## src/rtl/vga_timing_pkg.sv

```systemverilog
// Shared 640x480@60 Hz VGA timing constants and the vertical-phase state type.
// Optional frame counter (VTIMING_FRAME_CNT_EN) is handled in v_timing_gen.
package vga_timing_pkg;

    localparam int unsigned H_ACTIVE = 640;
    localparam int unsigned H_FP     = 16;
    localparam int unsigned H_SYNC   = 96;
    localparam int unsigned H_BP     = 48;
    localparam int unsigned V_ACTIVE = 480;
    localparam int unsigned V_FP     = 10;
    localparam int unsigned V_SYNC   = 2;
    localparam int unsigned V_BP     = 33;

    localparam logic SYNC_ACTIVE = 1'b0;

    // Boundaries sized to the 16-bit count buses so comparisons stay width-exact.
    localparam logic [15:0] H_ACTIVE_W   = 16'(H_ACTIVE);
    localparam logic [15:0] H_SYNC_START = 16'(H_ACTIVE + H_FP);
    localparam logic [15:0] H_SYNC_END   = 16'(H_ACTIVE + H_FP + H_SYNC - 1);
    localparam logic [15:0] H_TOTAL      = 16'(H_ACTIVE + H_FP + H_SYNC + H_BP);

    localparam logic [15:0] V_TOTAL      = 16'(V_ACTIVE + V_FP + V_SYNC + V_BP);
    localparam logic [15:0] V_ACT_LAST   = 16'(V_ACTIVE - 1);
    localparam logic [15:0] V_FP_LAST    = 16'(V_ACTIVE + V_FP - 1);
    localparam logic [15:0] V_SYNC_LAST  = 16'(V_ACTIVE + V_FP + V_SYNC - 1);
    localparam logic [15:0] V_LAST       = 16'(V_ACTIVE + V_FP + V_SYNC + V_BP - 1);

    typedef enum logic [1:0] {VAct, VFp, VSync, VBp} v_state_e;

endpackage

```

## src/rtl/v_timing_gen_if.sv

```systemverilog
// Bus between the horizontal counter / pixel renderer and v_timing_gen.
// frame_count exists only when VTIMING_FRAME_CNT_EN is defined.
interface v_timing_gen_if;

    logic        enable_V_Counter;
    logic [15:0] H_Count_Value;
    logic [15:0] V_Count_Value;
    logic        hsync;
    logic        vsync;
    logic        video_on;
    logic [9:0]  pixel_x;
    logic [9:0]  pixel_y;
    logic        frame_start;
`ifdef VTIMING_FRAME_CNT_EN
    logic [7:0]  frame_count;

    modport master (
        output enable_V_Counter, H_Count_Value,
        input  V_Count_Value, hsync, vsync, video_on, pixel_x, pixel_y, frame_start, frame_count
    );
    modport slave (
        input  enable_V_Counter, H_Count_Value,
        output V_Count_Value, hsync, vsync, video_on, pixel_x, pixel_y, frame_start, frame_count
    );
`else
    modport master (
        output enable_V_Counter, H_Count_Value,
        input  V_Count_Value, hsync, vsync, video_on, pixel_x, pixel_y, frame_start
    );
    modport slave (
        input  enable_V_Counter, H_Count_Value,
        output V_Count_Value, hsync, vsync, video_on, pixel_x, pixel_y, frame_start
    );
`endif

endinterface

```

## src/rtl/v_phase_fsm.sv

```systemverilog
// Vertical line counter and phase state machine; both advance only on enable_V_Counter.
// frame_wrap flags the enable edge on which line 524 wraps to 0.
module v_phase_fsm
    import vga_timing_pkg::*;
(
    input  logic        clk_25MHz,
    input  logic        reset,
    input  logic        enable_V_Counter,
    output logic [15:0] v_count,
    output v_state_e    v_state,
    output logic        frame_wrap
);

    logic [15:0] v_count_d;
    v_state_e    v_state_d;

    always_ff @(posedge clk_25MHz or posedge reset) begin
        if (reset) begin
            v_count <= '0;
            v_state <= VAct;
        end else begin
            v_count <= v_count_d;
            v_state <= v_state_d;
        end
    end

    // State moves on the same edge the count crosses a phase boundary.
    always_comb begin
        v_count_d = v_count;
        v_state_d = v_state;
        if (enable_V_Counter) begin
            v_count_d = (v_count == V_LAST) ? '0 : v_count + 16'd1;
            case (v_state)
                VAct:    if (v_count == V_ACT_LAST)  v_state_d = VFp;
                VFp:     if (v_count == V_FP_LAST)   v_state_d = VSync;
                VSync:   if (v_count == V_SYNC_LAST) v_state_d = VBp;
                VBp:     if (v_count == V_LAST)      v_state_d = VAct;
                default: v_state_d = VAct;
            endcase
        end
    end

    always_comb begin
        frame_wrap = enable_V_Counter && (v_count == V_LAST);
    end

endmodule

```

## src/rtl/v_timing_gen.sv

```systemverilog
// Vertical stage of the VGA timing chain: registered sync, blanking, coordinates, frame pulse.
// Define VTIMING_FRAME_CNT_EN to add the 8-bit wrapping frame_count output.
module v_timing_gen
    import vga_timing_pkg::*;
(
    input  logic           clk_25MHz,
    input  logic           reset,
    v_timing_gen_if.slave  vif
);

    logic [15:0] v_count;
    v_state_e    v_state;
    logic        frame_wrap;

    logic       hsync_d, vsync_d, video_on_d;
    logic [9:0] pixel_x_d, pixel_y_d;
    logic       hsync_q, vsync_q, video_on_q, frame_start_q;
    logic [9:0] pixel_x_q, pixel_y_q;

    v_phase_fsm u_v_phase_fsm (
        .clk_25MHz        (clk_25MHz),
        .reset            (reset),
        .enable_V_Counter (vif.enable_V_Counter),
        .v_count          (v_count),
        .v_state          (v_state),
        .frame_wrap       (frame_wrap)
    );

    // Out-of-range H (>799) falls outside both windows, so it decodes as blanking.
    always_comb begin
        hsync_d    = ((vif.H_Count_Value >= H_SYNC_START) && (vif.H_Count_Value <= H_SYNC_END))
                     ? SYNC_ACTIVE : ~SYNC_ACTIVE;
        vsync_d    = (v_state == VSync) ? SYNC_ACTIVE : ~SYNC_ACTIVE;
        video_on_d = (vif.H_Count_Value < H_ACTIVE_W) && (v_state == VAct);
        pixel_x_d  = video_on_d ? vif.H_Count_Value[9:0] : '0;
        pixel_y_d  = video_on_d ? v_count[9:0] : '0;
    end

    always_ff @(posedge clk_25MHz or posedge reset) begin
        if (reset) begin
            hsync_q       <= ~SYNC_ACTIVE;
            vsync_q       <= ~SYNC_ACTIVE;
            video_on_q    <= 1'b0;
            pixel_x_q     <= '0;
            pixel_y_q     <= '0;
            frame_start_q <= 1'b0;
        end else begin
            hsync_q       <= hsync_d;
            vsync_q       <= vsync_d;
            video_on_q    <= video_on_d;
            pixel_x_q     <= pixel_x_d;
            pixel_y_q     <= pixel_y_d;
            frame_start_q <= frame_wrap;
        end
    end

    assign vif.V_Count_Value = v_count;
    assign vif.hsync         = hsync_q;
    assign vif.vsync         = vsync_q;
    assign vif.video_on      = video_on_q;
    assign vif.pixel_x       = pixel_x_q;
    assign vif.pixel_y       = pixel_y_q;
    assign vif.frame_start   = frame_start_q;

`ifdef VTIMING_FRAME_CNT_EN
    logic [7:0] frame_count_q;

    always_ff @(posedge clk_25MHz or posedge reset) begin
        if (reset) begin
            frame_count_q <= '0;
        end else if (frame_wrap) begin
            frame_count_q <= frame_count_q + 8'd1;
        end
    end

    assign vif.frame_count = frame_count_q;
`endif

endmodule
```

## src/flat_wrapper.sv

```systemverilog
// flat-port wrapper written by rule: the top's interface ports become plain ports
module v_timing_gen_flat import vga_timing_pkg::*;
  (clk_25MHz, reset, vif_enable_V_Counter, vif_H_Count_Value, vif_V_Count_Value, vif_hsync, vif_vsync, vif_video_on, vif_pixel_x, vif_pixel_y, vif_frame_start);
  v_timing_gen_if vif_i ();
  input  logic clk_25MHz;
  input  logic reset;
  input wire logic [$bits(vif_i.enable_V_Counter)-1:0] vif_enable_V_Counter;
  input wire logic [$bits(vif_i.H_Count_Value)-1:0] vif_H_Count_Value;
  output wire logic [$bits(vif_i.V_Count_Value)-1:0] vif_V_Count_Value;
  output wire logic [$bits(vif_i.hsync)-1:0] vif_hsync;
  output wire logic [$bits(vif_i.vsync)-1:0] vif_vsync;
  output wire logic [$bits(vif_i.video_on)-1:0] vif_video_on;
  output wire logic [$bits(vif_i.pixel_x)-1:0] vif_pixel_x;
  output wire logic [$bits(vif_i.pixel_y)-1:0] vif_pixel_y;
  output wire logic [$bits(vif_i.frame_start)-1:0] vif_frame_start;
  assign vif_i.enable_V_Counter = vif_enable_V_Counter;
  assign vif_i.H_Count_Value = vif_H_Count_Value;
  assign vif_V_Count_Value = vif_i.V_Count_Value;
  assign vif_hsync = vif_i.hsync;
  assign vif_vsync = vif_i.vsync;
  assign vif_video_on = vif_i.video_on;
  assign vif_pixel_x = vif_i.pixel_x;
  assign vif_pixel_y = vif_i.pixel_y;
  assign vif_frame_start = vif_i.frame_start;
  v_timing_gen u_core (.clk_25MHz(clk_25MHz), .reset(reset), .vif(vif_i));
endmodule
```

## config.mk

```make
export PLATFORM = sky130hd
export DESIGN_NAME = v_timing_gen_flat
export DESIGN_NICKNAME = d
export VERILOG_FILES = /design/src/rtl/vga_timing_pkg.sv /design/src/rtl/v_timing_gen_if.sv /design/src/rtl/v_phase_fsm.sv /design/src/rtl/v_timing_gen.sv /design/src/flat_wrapper.sv
export SDC_FILE = /design/constraint.sdc
export NUM_CORES = 1
export LEC_CHECK = 0
export CAP_MARGIN = 10
export CELL_PAD_IN_SITES_DETAIL_PLACEMENT = 0
export CELL_PAD_IN_SITES_GLOBAL_PLACEMENT = 2
export CORE_UTILIZATION = 29
export CTS_CLUSTER_SIZE = 28
export DETAILED_ROUTE_END_ITERATION = 8
export PLACE_DENSITY = 0.79
export SLEW_MARGIN = 20
export SYNTH_ARGS = -nofsm -noshare
export SYNTH_HDL_FRONTEND = slang
export SYNTH_HIERARCHICAL = 1
export SYNTH_SLANG_ARGS = --single-unit
```

## constraint.sdc

```tcl
create_clock -name clk_25MHz -period 2.8 [get_ports clk_25MHz]
set_input_delay 0.56 -clock clk_25MHz [delete_from_list [all_inputs] [get_ports clk_25MHz]]
set_output_delay 0.56 -clock clk_25MHz [all_outputs]
set_load 0.02 [all_outputs]
```

---- Word level (Yosys, flattened, before mapping) ----
Index checks and enable logic that the tools add are counted.
word-level totals
  bits in registers ....................... 42
  bits of input ports ..................... 19
  output and inout port bits .............. 40
  logic and storage cells ................. 38
cells by class
  add/subtract/negate cells ............... 1
  order comparisons ....................... 3
  eq/ne operators ......................... 11
  multiplexer cells ....................... 10
  reduce and logical (&&, ||, !) cells .... 5
operators with widths
  cell                     count
  $eq A16 B9 Y1 const B    3
  $mux W10                 2
  $add A16 B1 Y16 const B  1
  $eq A16 B10 Y1 const B   1
  $ge A16 B10 Y1 const B   1
  $le A16 B10 Y1 const B   1
  $lt A16 B10 Y1 const B   1
  $mux W16                 1
  $mux W2                  4
  $ne A2 B2 Y1 const B     4
  $pmux W2 S4              1
  $reduce_and A5 Y1        1
  $eq A2 B2 Y1 const B     2
  $logic_and A1 B1 Y1      3
  $eq A2 B1 Y1 const B     1
  $logic_not A2 Y1         1
  $mux W1                  2

---- Depth between registers and ports, before layout ----
  word-level depth ........................ 3
  gate-level depth with buffers ........... 7
  depth with buffers taken out ............ 7

---- Hierarchy ----
The synthesis kept the hierarchy.
by module, submodules not included
  module        times used  cells each  area an instance (µm²)  sequential area each (µm²)
  v_phase_fsm   1           104         1039.7                  450.4
  v_timing_gen  1           58          847.1                   603.1

---- Worst setup path before layout ----
OpenSTA, ideal clock, no wires.
  kind .................................... register -> register
  start ................................... reg u_core.u_v_phase_fsm.v_count[0]
  end ..................................... reg u_core.u_v_phase_fsm.v_state[1]
  setup time .............................. 0.128 ns
  arrival ................................. 2.320 ns
  required time ........................... 2.672 ns
  setup slack ............................. 0.353 ns
  cell stages (with the launch flop) ...... 8
  buffers on the path ..................... 0
  clock period less this slack ............ 2.447 ns
  cell sequence ........................... dfrtp_1 -> inv_1 -> ha_1 -> or4bb_1 -> nor4_4 -> o221ai_2 -> a221oi_2 -> mux2_1
on the way
  cells in the longest elaborated chain, start to end .. 3
  elaborated cells on any way between the ends .. 9
  those cells by class .................... eq/ne: 8; reduce/logical: 1
ends and longest elaborated chain
  what                                          line               text
  start: declaration                            v_phase_fsm.sv:9   output logic [15:0] v_count,
  start signal: assignment                      v_phase_fsm.sv:22  v_count <= v_count_d;
  $eq A16 B10 Y1, or another cell as far along  v_phase_fsm.sv:37  VBp: if (v_count == V_LAST) v_state_d = VAct;
  $ne A2 B2 Y1 (no source line)                 --
  $reduce_and A5 Y1 (no source line) *          --
  end signal: assignment                        v_phase_fsm.sv:20  v_state <= VAct;
  end signal: assignment                        v_phase_fsm.sv:23  v_state <= v_state_d;
  end: declaration                              v_phase_fsm.sv:10  output v_state_e v_state,
Mark *: on every way between the ends. The rest lies on a longest branch, timed or not.
A chain may end at the register's enable or synchronous reset.

---- Final worst setup path ----
Same ends and word-level chain as after synthesis.

==> run metrics <==
run status=completed; clk root buf=sky130_fd_sc_hd__clkbuf_8; standard cell area after detailed placement=~2600 um2; CTS max path bufs=2; DPL Wire Length=about 3000 um; sequential fraction of the synthesis area=55.8%; Post-Synthesis Net Count=189; global placement routability congestion=~0.75; CTS buffer count=5; crit-path max FO=8; initial core utilization=29.9%; summed negative setup slack over all endpoints=0 ns; Clk network pwr share=between 20% and 30%; total number of yosys warnings=6; # Post-CTS Setup Buffers=0; skew final=about 0.008 ns; critical path launch point=u_core/u_v_phase_fsm/v_count[0]; via count of the first global-routing pass=~1400; multiplexer fraction of the synthesized cell area=under 10%; count of endpoints failing hold in the final timing report=0; leakage power summed over all cells=1.18 nW; CTS HTree Levels=2; Post-synth ARST share=100%; endpoint of the most critical register-to-register path=u_core/u_v_phase_fsm/v_state[1]; Final Max Tran Viols=0; total setup violations reported at the end of the flow=0; power after layout=1.35 mW; total length of routed wires=between 4000 and 5000 um; # port buffers=58; arrival time worst endpoint=2.60 ns; dominant combinational cell family by area after synthesis=simple AND/OR/NAND/NOR gates; period utilisation layout=roughly 87%; CP Capture Point=u_core/u_v_phase_fsm/v_state[1]; Mapped Cells=162; slowest library cell on the worst path=sky130_fd_sc_hd__or4bb_1; num rows=29; FF+latch count, synth=42; Cell Int Power=0.945 mW; share of layout cells above drive strength 1=13.1%; adder-cell area share of the yosys netlist=5.31%; hold buffer count at cts=0; area of all placed cells without fillers=2650 um2; hold crit path type=flop to flop; critical path launch point type=flop; Final WS setup=0.377 ns; number of nets in the layout=255; post-synth design cell area=1890 um2; path depth of the worst reg2reg path=7; Critical Path Max Stage Delay=0.52 ns; f_max=413 MHz; number of antenna violations at the first check in global routing=0; TritonCTS sink count=42; via density per instance=4.55; type of the setup path with the least slack=flop to flop; start of the worst register-to-register path=u_core/u_v_phase_fsm/v_count[0]; first-pass GRT wire length=6780 um; clock transition at the registers of the reported paths=0.08 ns; Synth Area in Simple Gates=25.4%; reg2reg setup slack=0.38 ns; antenna diode count=0; via total after detailed routing=1392; clock latency on the worst-skew pair=0.29 ns; slew at the pin closest to its max-slew limit=around 0.74 ns; time the worst path needs with I/O delays and setup=2.42 ns; total track usage=13.5%; number of distinct library cells after synthesis=32; complex-gate fraction of the synthesized area=4.05%; total of max-cap violations=0; remaining antenna violation count after routing=0; proportion of power drawn by combinational gates=20.9%; relative slew slack=50.9%; Main synth FF type=sky130_fd_sc_hd__dfrtp_1; RSZ-0062 raised after global routing=false; Syn Area/Cell=about 12 um2; Resized Gates After CTS=0; placeable core region=6310 um2; total of fill cells in the finished design=629; TritonCTS clock tree=built; top library cells by usage in the layout, fill and taps aside=sky130_fd_sc_hd__clkdlybuf4s50_1 (58), sky130_fd_sc_hd__dfrtp_1 (40), sky130_fd_sc_hd__and2_1 (12), sky130_fd_sc_hd__nand2_1 (12); average wire per standard cell=approximately 13 um; cells along the critical path=inv_1, ha_1, or4bb_1, nor4_4, o221ai_2, a221oi_2, mux2_1; Die Span X=roughly 83 um; setup slack after placement=0.367 ns; critical path depth=7; largest net degree at the start of global routing=22; number of buffers and inverters on the critical path=1; Switching Share=30.2%; share of power burned in registers=about half; DRT iter0 DRCs=42; Ports=59; global route overflow=0; Cell Pwr Density=510 nW/um2; switching power total=0.409 mW; share of the synthesized netlist area taken by xor and xnor gates=under 10%; detailed-route DRC error count=0; most common cell after layout, fill and taps aside=sky130_fd_sc_hd__clkdlybuf4s50_1; number of enable-type register cells in the synthesized netlist=0; area enclosed by the die boundary=about 7000 um2; Crit. End Element=flop; first-pass detailed-route iteration total=4; Worst EP required=2.98 ns; area added between synthesis and finish=40.7%; Die Height=about 83 um; worst supply voltage drop on vdd=between 200 and 250 uV; Top delay family on crit path=simple AND/OR/NAND/NOR gates
[cell families (layout without fill, tap and decap cells)]
family | after synthesis | in the layout
DFF | 42 | 42
adders and majority gates | 8 | 8
AOI/OAI and AO/OA | 11 | 11
buffers and inverters | 12 | 79
xor gates and xnor gates | 11 | 11
and+or+nand+nor | 76 | 76
muxes | 2 | 2
[cell type report]
class	count	area (um2)	share of cell area, %
sequential	42	1050	39.7
multi-input combinational	108	773	29.1
timing repair buffer	63	618	23.3
tap	77	96.3	3.63
clock buffer	6	72.6	2.73
inverter	8	30.0	1.13
clock inverter	2	10.0	0.377
[worst register-to-register path, cell delays in order, from the launching register on]
cell,delay (ns)
sky130_fd_sc_hd__dfrtp_1,0.47
sky130_fd_sc_hd__inv_1,0.14
sky130_fd_sc_hd__ha_1,0.15
sky130_fd_sc_hd__or4bb_1,0.52
sky130_fd_sc_hd__nor4_4,0.30
sky130_fd_sc_hd__o221ai_2,0.14
sky130_fd_sc_hd__a221oi_2,0.25
sky130_fd_sc_hd__mux2_1,0.35
[state kept, by name, indices dropped and copies added, names as in the netlist]
name                          cells
u_core/vif.hsync                  1
u_core/vif.pixel_y               10
u_core/vif.video_on               1
u_core/u_v_phase_fsm/v_state      2
u_core/vif.frame_start            1
u_core/vif.pixel_x               10
u_core/vif.vsync                  1
u_core/u_v_phase_fsm/v_count     16
[metal layers]
metal / track usage (%) / up-vias / part of all wire [%]
li1: - / 679 / -
met1: 17.2 / 662 / 45
met2: 20.8 / 45 / 45
met3: 4.29 / 6 / 8.0
met4: 5.69 / 0 / 2.0
met5: 0 / - / 0
[through the flow]
step	util [%]	instances	hold WS [ns]
finish	42.0	306	0.512
floorplan	-	162	0.458
global placement	40.7	298	0.491
CTS	42.0	306	0.507
detailed placement	40.7	298	0.494
global route	42.0	306	0.522
[synth_stat cells, types with 4 or more instances]
library cell | n | share of area (%)
sky130_fd_sc_hd__inv_1 | 8 | 1.6
sky130_fd_sc_hd__and3_1 | 6 | 2.0
sky130_fd_sc_hd__nor3_1 | 5 | 1.3
sky130_fd_sc_hd__nor2_1 | 6 | 1.2
sky130_fd_sc_hd__nand3_1 | 10 | 2.7
sky130_fd_sc_hd__xor2_1 | 4 | 1.9
sky130_fd_sc_hd__ha_1 | 8 | 5.3
sky130_fd_sc_hd__nand2_1 | 12 | 2.4
sky130_fd_sc_hd__and2_2 | 10 | 4.0
sky130_fd_sc_hd__and2_1 | 12 | 4.0
sky130_fd_sc_hd__xnor2_1 | 7 | 3.2
sky130_fd_sc_hd__dfrtp_1 | 40 | 53
sky130_fd_sc_hd__o21ai_0 | 8 | 2.1
[power by group through the flow]
stage	Clock, mW	Sequential, mW	Combinational (mW)
floorplan	0	0.735	0.0998
global placement	0	0.713	0.289
detailed placement	0	0.716	0.284
CTS	0.387	0.705	0.287
global route	0.413	0.712	0.312
finish	0.369	0.702	0.283
[worst min-delay path by stage]
stage	start	to	slack (ns)	depth (start not counted)
floorplan	u_core/u_v_phase_fsm/v_state[1]	u_core/vif.vsync	0.46	1
global placement	u_core/u_v_phase_fsm/v_count[15]	u_core/u_v_phase_fsm/v_count[15]	0.49	1
detailed placement	u_core/u_v_phase_fsm/v_count[15]	u_core/u_v_phase_fsm/v_count[15]	0.49	1
CTS	u_core/u_v_phase_fsm/v_count[15]	u_core/u_v_phase_fsm/v_count[15]	0.51	1
global route	u_core/u_v_phase_fsm/v_count[15]	u_core/u_v_phase_fsm/v_count[15]	0.52	1
finish	u_core/u_v_phase_fsm/v_count[15]	u_core/u_v_phase_fsm/v_count[15]	0.51	1
Power figures use the tool's default switching activity.
